File: config.mk
export PLATFORM = sky130hd
export DESIGN_NAME = mem_access_unit
export DESIGN_NICKNAME = d
export VERILOG_FILES = /design/src/rtl/mem_access_unit.sv
export SDC_FILE = /design/constraint.sdc
export NUM_CORES = 1
export LEC_CHECK = 0
export BUFFER_PORTS_ARGS = -buffer_cell sky130_fd_sc_hd__buf_2
export CAP_MARGIN = 10
export CORE_MARGIN = 5
export CORE_UTILIZATION = 35
export CTS_BUF_LIST = sky130_fd_sc_hd__clkbuf_8
export CTS_CLUSTER_SIZE = 30
export DETAILED_ROUTE_END_ITERATION = 6
export GPL_ROUTABILITY_DRIVEN = 0
export GPL_TIMING_DRIVEN = 0
export PLACE_DENSITY = 0.56
export SYNTH_ARGS = -nofsm -noshare
export SYNTH_HDL_FRONTEND = slang
export SYNTH_SLANG_ARGS = --single-unit
File: constraint.sdc
create_clock -name clk -period 2.47 [get_ports clk]
set_input_delay 0.1235 -clock clk [delete_from_list [all_inputs] [get_ports clk]]
set_output_delay 0.1235 -clock clk [all_outputs]
set_load 0.02 [all_outputs]
File: src/rtl/mem_access_unit.sv
// rtl/mem_access_unit.sv - byte/half/word load-store initiator for a word-only data memory
module mem_access_unit #(
  parameter bit BIG_ENDIAN = 1'b1
) (
  input  logic        clk,
  input  logic        reset,
  input  logic        req_valid,
  output logic        req_ready,
  input  logic        req_write,
  input  logic [1:0]  req_size,
  input  logic        req_signed,
  input  logic [31:0] req_addr,
  input  logic [31:0] req_wdata,
  output logic        resp_valid,
  output logic [31:0] resp_rdata,
  output logic        resp_err,
  output logic [31:0] mem_addr,
  output logic [31:0] mem_wdata,
  output logic        mem_we,
  input  logic [31:0] mem_rdata
);

  typedef enum logic [1:0] {IDLE, READ, WRITE, RESP} state_t;

  state_t      state, next_state;
  logic        accept, req_err;
  logic [1:0]  off_q, size_q;
  logic        signed_q, write_q, resp_err_q;
  logic [31:0] wdata_q, word_q, mem_addr_q, resp_rdata_q;
  logic [4:0]  lane_sh;
  logic [31:0] lane_mask, lane_word, load_val, merged;

  assign req_ready = (state == IDLE) && !reset;
  assign accept    = req_valid && req_ready;

  always_comb begin
    req_err = 1'b0;
    case (req_size)
      2'b01:   req_err = req_addr[0];
      2'b10:   req_err = |req_addr[1:0];
      2'b11:   req_err = 1'b1;
      default: req_err = 1'b0;
    endcase
  end

  // Shift that brings the addressed lane down to bit 0 of the word.
  always_comb begin
    lane_sh   = 5'd0;
    lane_mask = 32'hFFFF_FFFF;
    case (size_q)
      2'b00: begin
        lane_sh   = BIG_ENDIAN ? {~off_q, 3'b000} : {off_q, 3'b000};
        lane_mask = 32'h0000_00FF << lane_sh;
      end
      2'b01: begin
        lane_sh   = BIG_ENDIAN ? {~off_q[1], 4'b0000} : {off_q[1], 4'b0000};
        lane_mask = 32'h0000_FFFF << lane_sh;
      end
      default: begin
        lane_sh   = 5'd0;
        lane_mask = 32'hFFFF_FFFF;
      end
    endcase
  end

  assign lane_word = mem_rdata >> lane_sh;
  assign merged    = (word_q & ~lane_mask) | ((wdata_q << lane_sh) & lane_mask);

  always_comb begin
    load_val = lane_word;
    case (size_q)
      2'b00:   load_val = {{24{signed_q & lane_word[7]}}, lane_word[7:0]};
      2'b01:   load_val = {{16{signed_q & lane_word[15]}}, lane_word[15:0]};
      default: load_val = lane_word;
    endcase
  end

  always_comb begin
    next_state = state;
    resp_valid = 1'b0;
    mem_we     = 1'b0;
    mem_wdata  = 32'd0;
    case (state)
      IDLE: begin
        if (accept) begin
          if (req_err)
            next_state = RESP;
          else if (req_write && req_size == 2'b10)
            next_state = WRITE;
          else
            next_state = READ;
        end
      end
      READ:  next_state = write_q ? WRITE : RESP;
      WRITE: begin
        next_state = RESP;
        mem_we     = !reset;
        mem_wdata  = merged;
      end
      RESP: begin
        next_state = IDLE;
        resp_valid = 1'b1;
      end
      default: next_state = IDLE;
    endcase
  end

  always_ff @(posedge clk) begin
    if (reset) begin
      state        <= IDLE;
      off_q        <= 2'd0;
      size_q       <= 2'd0;
      signed_q     <= 1'b0;
      write_q      <= 1'b0;
      wdata_q      <= 32'd0;
      word_q       <= 32'd0;
      mem_addr_q   <= 32'd0;
      resp_rdata_q <= 32'd0;
      resp_err_q   <= 1'b0;
    end else begin
      state <= next_state;
      if (accept) begin
        off_q        <= req_addr[1:0];
        size_q       <= req_size;
        signed_q     <= req_signed;
        write_q      <= req_write;
        wdata_q      <= req_wdata;
        resp_err_q   <= req_err;
        resp_rdata_q <= 32'd0;
        // Errored requests never reach memory, so the address bus keeps its last value.
        if (!req_err)
          mem_addr_q <= {req_addr[31:2], 2'b00};
      end
      if (state == READ) begin
        word_q <= mem_rdata;
        if (!write_q)
          resp_rdata_q <= load_val;
      end
    end
  end

  assign mem_addr   = mem_addr_q;
  assign resp_rdata = resp_rdata_q;
  assign resp_err   = resp_err_q;

endmodule

# Word level (Yosys, flattened, before mapping)
# Cells that the tools add are included.
dict set report word_totals {
  register_bits 135
  in_bits 103
  out_inout_bits 100
  elab_cells 54
}
dict set report op_classes {
  eq_ne 8
  shifts 4
  mux 15
  n_bitwise 9
  reduce_logical 8
}
# cell n
set op_table {}
lappend op_table {{32-bit 2-to-1 mux} 4}
lappend op_table {{32-bit case mux with 2 select lines} 2}
lappend op_table {{32-bit bitwise AND} 2}
lappend op_table {{32-bit inverter} 1}
lappend op_table {{32-bit OR} 1}
lappend op_table {{16-bit by 5-bit left shift with 32-bit output (first input constant)} 1}
lappend op_table {{32-bit by 5-bit left shift with 32-bit output} 1}
lappend op_table {{8-bit by 5-bit left shift with 32-bit output (first input constant)} 1}
lappend op_table {{32-bit by 5-bit right shift with 32-bit output} 1}
lappend op_table {{5-bit case mux with 2 select lines} 1}
lappend op_table {{2-bit == test (second input constant)} 4}
lappend op_table {{2-bit case mux with 4 select lines} 1}
lappend op_table {{2-bit by 1-bit == test with 1-bit output (second input constant)} 3}
lappend op_table {{2-bit 2-to-1 mux} 3}
lappend op_table {{2-bit logical NOT} 2}
lappend op_table {{1-bit logical AND} 3}
lappend op_table {{1-bit 2-to-1 mux} 3}
lappend op_table {{1-bit case mux with 3 select lines} 1}
lappend op_table {{1-bit bitwise AND} 2}
lappend op_table {{2-bit inequality test (second input constant)} 1}
lappend op_table {{1-bit inverter} 2}
lappend op_table {{2-bit inverter} 1}
lappend op_table {{2-bit AND reduction} 1}
lappend op_table {{2-bit OR reduction} 1}
lappend op_table {{1-bit logical NOT} 1}

# Longest topological paths before layout
# Gate-level depths: netlist of run 1.
dict set report depth {
  ltp_word 7
  ltp_mapped 9
  ltp_nobuf 6
}

# Least setup slack after synthesis of run 1
# OpenSTA, ideal clock, no wires.
dict set report synth_timing {
  path_kind {reg-to-output}
  startpoint {register size_q[0]}
  endpoint {output port mem_wdata[28]}
  arrival_ns 1.789
  setup_slack_ns 0.557
  stages_incl_launch_ff 7
  n_path_buf 3
  path_cell_list {dfxtp_1 > buf_2 > nor3_4 > buf_4 > buf_6 > mux4_2 > a22o_1}
}
dict set report synth_between {
  elab_chain_cells 6
}
# item line
set synth_rtl {}
lappend synth_rtl {{start, declared} 27} ;# logic [1:0] off_q, size_q;
lappend synth_rtl {{start signal, assigned} 124} ;# size_q <= req_size;
lappend synth_rtl {{2-bit by 1-bit == test with 1-bit output or 2-bit logical NOT (tied branches)} 50} ;# case (size_q)
lappend synth_rtl {{5-bit case mux with 2 select lines or 32-bit case mux with 2 select lines (tied branches)} 50}
lappend synth_rtl {{32-bit by 5-bit left shift with 32-bit output or 32-bit inverter (tied branches)} 67} ;# assign merged = (word_q & ~lane_mask) | ((wdata_q << lane_sh) & lane_mask);
lappend synth_rtl {{32-bit bitwise AND} 67}
lappend synth_rtl {{32-bit OR *} 67}
lappend synth_rtl {{32-bit 2-to-1 mux *} 83} ;# case (state)
lappend synth_rtl {{end, declared} 18} ;# output logic [31:0] mem_wdata,
# Every way passes the cells marked *; elsewhere a longest branch is shown, timed or not.

# Worst setup path after layout of run 1
dict set report layout_timing {
  startpoint {register off_q[0]}
  endpoint {output port mem_wdata[28]}
}
dict set report layout_between {
  elab_chain_cells 7
}
# item line
set layout_rtl {}
lappend layout_rtl {{start, declared} 27}
lappend layout_rtl {{start signal, assigned} 123} ;# off_q <= req_addr[1:0];
lappend layout_rtl {{2-bit inverter *} 52} ;# lane_sh = BIG_ENDIAN ? {~off_q, 3'b000} : {off_q, 3'b000};
lappend layout_rtl {{parallel branches: the longest is 4 deep, another holds 32-bit by 5-bit left shift with 32-bit output} --}
lappend layout_rtl {{32-bit OR *} 67}
lappend layout_rtl {{32-bit 2-to-1 mux *} 83}
# Every way passes the cells marked *.

==> key figures, run 1 <==
Status
  – Outcome: completed

Synthesis
  – Ys flop type: dfxtp_1
  – Synth area leaders: dfxtp_1, nand2_1, mux2i_1, mux4_2, nand3b_1
  – FFs w/ async S/R, synth: 0%
  – Register area share after synthesis: 42.4%
  – Post-synth EDFFs: 0
  – Mapped Cells: 713
  – Synth cell types: 50
  – Yosys Warn Count: 0
  – Area leader, netlist: dfxtp_1
  – Synthesized area: 6370 um^2
  – Mean Syn Cell Area: 8.94 um^2
  – Share of the synthesized area in the top cell type: 42.4%
  – Yosys reg bits: 135

Routing
  – Total Routed Length: 23700 um
  – Iter 0 DRT Violations: 418
  – Vias/cell: 5.11
  – Post-DRT Antenna Nets: 0
  – DR WL/cell: 18.7 um
  – Number of remaining DRC errors: 0
  – Via count: 6481
  – TritonRoute pass-1 iters: 5

Placed design
  – DP Cell Count: 1142
  – Buffers added on ports: 199
  – Dpl hpwl: 17400 um

Timing
  – Setup-failing EPs final: 0
  – Min Tclk post-route: 2.36 ns
  – Max Clock Skew: 0.0105 ns
  – Max_slew headroom: 48.5%
  – Final hold vios: 0
  – Fin crit share: 95.5%
  – Least-Margin Pin Slew: 0.762 ns
  – Slew Viols, Final: 0
  – RSZ-0062 raised after global routing: yes
  – Fmax: 424 MHz

Global route
  – GRT overflow: 0
  – Vias in the first global route: 6540
  – Largest net degree at the start of global routing: 17
  – Total track usage: 22.1%
  – First-pass GRT wire length: 37100 um
  – Initial antenna violation count: 1

Final layout
  – Final std cells w/o fill: 1268
  – Final core utilization: 50.5%
  – Area added between synthesis and finish: 42.5%
  – Antenna diodes: 0
  – Share of cells above drive strength 1: 28.1%
  – Final net count: 1135

Floorplan
  – Io pins: 203
  – Core area: 18000 um^2
  – Row cnt: 49
  – Initial core utilization: 35.5%
  – Vertical die dimension: 145 um
  – Die ar.: 21000 um^2
  – Die X: 145 um

Clock network
  – Clk buf depth: 2
  – Clk_lat worst skew: 0.45 ns
  – CTS Buf Count: 17
  – Clk slew on worst S/H paths: 0.07 ns
  – CTS tree: yes
  – Root Buffer: clkbuf_8
  – CTS sink cnt: 135
  – H-tree depth: 4

Worst setup path
  – Register-to-Register Setup Slack: 0.15 ns
  – Element type at the critical path end: output port
  – CP Cell Sequence: buf_2, nor3_4, buf_6, buf_6, mux4_2, a22o_1, buf_2
  – Slowest-stage cell, CP: mux4_2
  – Arr. time, crit path: 2.24 ns
  – Crit Path Max Fanout: 10
  – Worst path required time: 2.35 ns
  – CP peak stage delay: 0.34 ns
  – Type of origin of the critical path: flop
  – WS Path Type: reg2out

Power and ir drop
  – P_leak: 4.24 nW
  – PD cells: 891 nW/um^2
  – VDD IR-drop max: 0.457 mV

Worst hold path
  – Hold Path Class: in2reg

Flow run
  – Max Cap Violations: 0
worst max-delay path: cells and delay by family, from the launching register on:
family,cells,cell delay (ns)
AO/OA/AOI/OAI,1,0.22
buffers and inverters,4,0.72
flip-flops,1,0.30
multiplexers,1,0.34
AND/OR/NAND/NOR,1,0.21
per-stage QoR:
step	power, mW	TNS (ns)	hold WS (ns)	area (um^2)	setup WS [ns]
finish	8.08	0	0.0251	9080	0.111
global route	8.54	-0.000684	0.0260	9080	-0.000684
CTS	8.05	0	0.000612	9000	0.0120
detailed placement	5.88	0	0.312	7660	0.117
global placement	5.86	0	0.311	7660	0.0860
floorplan	4.93	0	0.222	6370	0.557
logic make-up after synthesis:
group | after synthesis | share of synthesized area (%)
simple gates | 300 | 22.7
compound gates | 140 | 15.9
mux | 64 | 13.0
other cells | 1 | 0.0589
flops | 135 | 42.4
fa+ha+maj | 5 | 0.982
buf+inv | 68 | 4.87
routing by layer:
layer	part of all wire [%]	up-vias	wire [um]	GRT usage, %
met2	48	231	11300	36.4
met4	1.4	2	343	5.32
met1	44	3099	10500	28.7
li1	-	3122	-	-
met3	6.7	27	1590	6.24
met5	0.055	-	13	0
registers in the layout (all words and copies together), names as in the netlist, 2 cells and up:
signal      count
mem_addr       30
off_q           2
resp_rdata     32
size_q          2
state           2
wdata_q        32
word_q         32
timing repair:
| action | 4_1_cts | 5_1_grt |
|---|---|---|
| endpoints found under the setup margin | 30 | 49 |
| pin swaps | 1 | 0 |
| hold buffers | 89 | 0 |
| gates resized for setup | 5 | 21 |
| hold endpoints to repair | 89 | 0 |
| buffers inserted | 1 | 7 |
cells in the final DEF, fill, tap and decap left out, types with 15 or more instances in the layout:
master and count:
nor2_1 35, nor4b_1 15, a21oi_1 42, mux2i_1 49, o21a_1 16, o211a_1 16
a22o_1 15, clkbuf_1 25, clkbuf_8 20, dfxtp_1 134, nand3b_1 37, nand2_1 178
a31oi_1 15, dlygate4sd3_1 89, mux4_2 15, buf_2 209
worst paths after layout:
| kind | cells after the start | startpoint | endpoint |
|---|---|---|---|
| setup / recovery | 7 | off_q[0] | mem_wdata[28] |
| hold / removal | 3 | mem_rdata[14] | word_q[14] |
| hold reg to reg | 2 | mem_addr[24] | mem_addr[24] |
| setup reg to reg | 7 | state[0] | off_q[0] |
cell usage after synthesis (5+ instances only):
library cell,instances
a21boi_0,8
mux2i_1,49
mux4_2,15
nor4b_1,15
ha_1,5
a22o_1,15
nand3b_1,37
a31oi_1,15
o211a_1,16
nand2b_1,5
nor3_1,10
nand2_1,178
buf_2,11
nor2_1,36
clkbuf_1,34
inv_1,6
a21oi_1,43
o31ai_1,10
dfxtp_1,135
o21a_1,17
buf_1,10
area by class of cell:
type	instances	area (um^2)
fillers	1753	8890
multi-input cells	511	3380
flip-flops and latches	135	2700
repair buffers	296	1950
plain buffers	60	305
well taps	229	287
clock buffers	20	275
clock inverters	11	155
inverters	6	22.5
report_power, final:
part | switching, mW | internal, mW | total (mW) | leakage (nW)
clock network | 0.866 | 1.16 | 2.03 | 0.227
logic | 1.84 | 1.37 | 3.20 | 2.91
registers | 0.296 | 2.56 | 2.85 | 1.10
total | 3.00 | 5.09 | 8.08 | 4.24
Power figures use the tool's default switching activity.
==> inputs of run 2 (changes only) <==
--- a/config.mk
+++ b/config.mk
@@ -8,13 +8,13 @@
 export BUFFER_PORTS_ARGS = -buffer_cell sky130_fd_sc_hd__buf_2
 export CAP_MARGIN = 10
 export CORE_MARGIN = 5
-export CORE_UTILIZATION = 35
+export CORE_UTILIZATION = 34
 export CTS_BUF_LIST = sky130_fd_sc_hd__clkbuf_8
 export CTS_CLUSTER_SIZE = 30
 export DETAILED_ROUTE_END_ITERATION = 6
 export GPL_ROUTABILITY_DRIVEN = 0
 export GPL_TIMING_DRIVEN = 0
-export PLACE_DENSITY = 0.56
+export PLACE_DENSITY = 0.55
 export SYNTH_ARGS = -nofsm -noshare
 export SYNTH_HDL_FRONTEND = slang
 export SYNTH_SLANG_ARGS = --single-unit
==> run 2 against run 1 <==
Compared with the run above: power shrank 2.4%; sequential share of layout area down 0.094 points; largest cell class unchanged; clock power down 12%; non-clock buffer count is 8 higher; final area rose by 0.32%; first-iteration DRC count decreased by 13%; global-route usage decreased by 0.68 points; utilization fell by 1.5 points; critical endpoint is now mem_wdata[29].
==> key figures, run 2 (synthesis results as in run 1) <==
Worst setup path
  – Arr. time, crit path: 2.24 ns
  – CP peak stage delay: 0.34 ns
  – CP Cell Sequence: buf_2, nor3_4, buf_6, buf_6, mux4_2, a22o_1, buf_2
  – WS Path Type: reg2out
  – Element type at the critical path end: output port
  – Type of origin of the critical path: flop
  – Slowest-stage cell, CP: dfxtp_1
  – Worst path required time: 2.35 ns
  – Crit Path Max Fanout: 10

Final layout
  – Share of cells above drive strength 1: 28.1%
  – Final core utilization: 49.0%
  – Area added between synthesis and finish: 42.9%
  – Commonest non-fill, non-tap cell in the layout: buf_2
  – Antenna diodes: 0
  – Commonest non-fill, non-tap cells in the layout: buf_2, nand2_1, dfxtp_1
  – Final std cells w/o fill: 1282
  – Final net count: 1143

Timing
  – Hold Worst Slack: 0.0267 ns
  – Max_slew headroom: 50.9%
  – Final worst setup slack: 0.103 ns
  – Min Tclk post-route: 2.37 ns
  – Setup-failing EPs final: 0
  – Fmax: 422 MHz
  – Slew Viols, Final: 0
  – Least-Margin Pin Slew: 0.736 ns
  – Final hold vios: 0
  – Setup TNS: 0 ns
  – Max Clock Skew: 0.00742 ns
  – Fin crit share: 95.8%
  – RSZ-0062 raised after global routing: no

Power and ir drop
  – P_leak: 4.25 nW
  – Sw frac: 38.0%
  – Combinational power share: 41.2%
  – PD cells: 866 nW/um^2
  – Sequential power share: 36.1%
  – Clock network fraction of total power: 22.7%
  – VDD IR-drop max: 0.491 mV
  – Sw Pwr: 3.00 mW
  – P_int: 4.89 mW

Placed design
  – Dpl hpwl: 17400 um
  – Pre-CTS WS: 0.121 ns
  – DP Cell Count: 1147
  – Buffers added on ports: 199

Global route
  – Met3 Use GR: 5.09%
  – Initial antenna violation count: 0
  – Met2 GRT Util: 34.9%
  – GRT overflow: 0
  – Largest net degree at the start of global routing: 17
  – First-pass GRT wire length: 36300 um
  – Vias in the first global route: 6443
  – Total track usage: 21.4%
  – Layer carrying the most global-route usage: met2
  – Met1 GRT Util: 28.5%

Clock network
  – Clk buf depth: 2
  – Clk_lat worst skew: 0.45 ns
  – H-tree depth: 4
  – CTS Buf Count: 17
  – CTS sink cnt: 135
  – Clk slew on worst S/H paths: 0.08 ns
  – CTS tree: yes
  – Root Buffer: clkbuf_8

Worst hold path
  – Hold Path Class: in2reg

Flow run
  – Max Cap Violations: 0

Routing
  – Post-DRT Antenna Nets: 0
  – Vias/cell: 5.04
  – TritonRoute pass-1 iters: 7
  – Iter 0 DRT Violations: 362
  – DR WL/cell: 18.5 um
  – Number of remaining DRC errors: 0
  – Total Routed Length: 23700 um
  – Via count: 6463

Floorplan
  – Vertical die dimension: 147 um
  – Die ar.: 21600 um^2
  – Io pins: 203
  – Initial core utilization: 34.3%
  – Row cnt: 50
  – Die X: 147 um
  – Core area: 18600 um^2

Status
  – Outcome: completed
## run 2: cell types whose count changed in the layout (fill, tap and decap cells not counted), sizes merged
| cell | delta |
|---|---|
| clkbuf | +2 |
| bufinv | -3 |
| clkinvlp | +1 |
| clkinv | +1 |
| buf | +7 |
| dlygate4sd3 | +1 |
## run 2: metal layers
layer	part of all wire [%]	vias up
li1	-	3152
met1	45	3044
met2	47	242
met3	7.1	25
met4	1.5	0
met5	0	-
## run 2: path summary, 6_finish.rpt
path	slack, ns	start	to	cells past startpoint
worst max-delay path	0.10	size_q[0]	mem_wdata[29]	7
worst min-delay path	0.03	mem_rdata[27]	word_q[27]	3
worst max register to register	0.24	state[0]	wdata_q[20]	7
worst min register to register	0.45	mem_addr[26]	mem_addr[26]	2
## run 2: timing repair
| item | CTS | global route |
|---|---|---|
| endpoints found under the hold margin | 90 | 0 |
| hold buffers | 90 | 0 |
| setup endpoints to repair | 30 | 32 |
| pin swaps | 1 | 0 |
| resized for setup | 5 | 13 |
| setup buffers | 2 | 13 |
## run 2: area by class of cell
cell class | count | area, um^2
inverter | 6 | 22.5
multi-input combinational | 511 | 3380
timing repair buffer | 304 | 2020
buffer | 60 | 302
tap | 234 | 293
sequential | 135 | 2700
clock buffer | 22 | 303
clock inverter | 10 | 77.6
fill | 1828 | 9480
## run 2: worst max-delay path: cells and delay by family (launching register included)
family	cells	cell delay (ns)
compound gates	1	0.22
buf+inv	4	0.73
flops	1	0.34
mux	1	0.34
simple gates	1	0.17
## run 2: through the flow
step / area (um^2) / power [mW]
after floorplan: 6370 / 4.93
after global placement: 7660 / 5.86
after detailed placement: 7660 / 5.87
after CTS: 8970 / 7.80
after global routing: 9100 / 8.35
final: 9100 / 7.89
## run 2: power groups by stage
| stage | registers (mW) | logic [mW] | clock network, mW |
|---|---|---|---|
| 2_1_floorplan | 2.97 | 1.96 | 0 |
| 3_3_place_gp | 2.89 | 2.97 | 0 |
| 3_5_place_dp | 2.89 | 2.98 | 0 |
| 4_1_cts | 2.84 | 3.12 | 1.83 |
| 5_1_grt | 2.89 | 3.53 | 1.93 |
| 6_report | 2.85 | 3.25 | 1.79 |
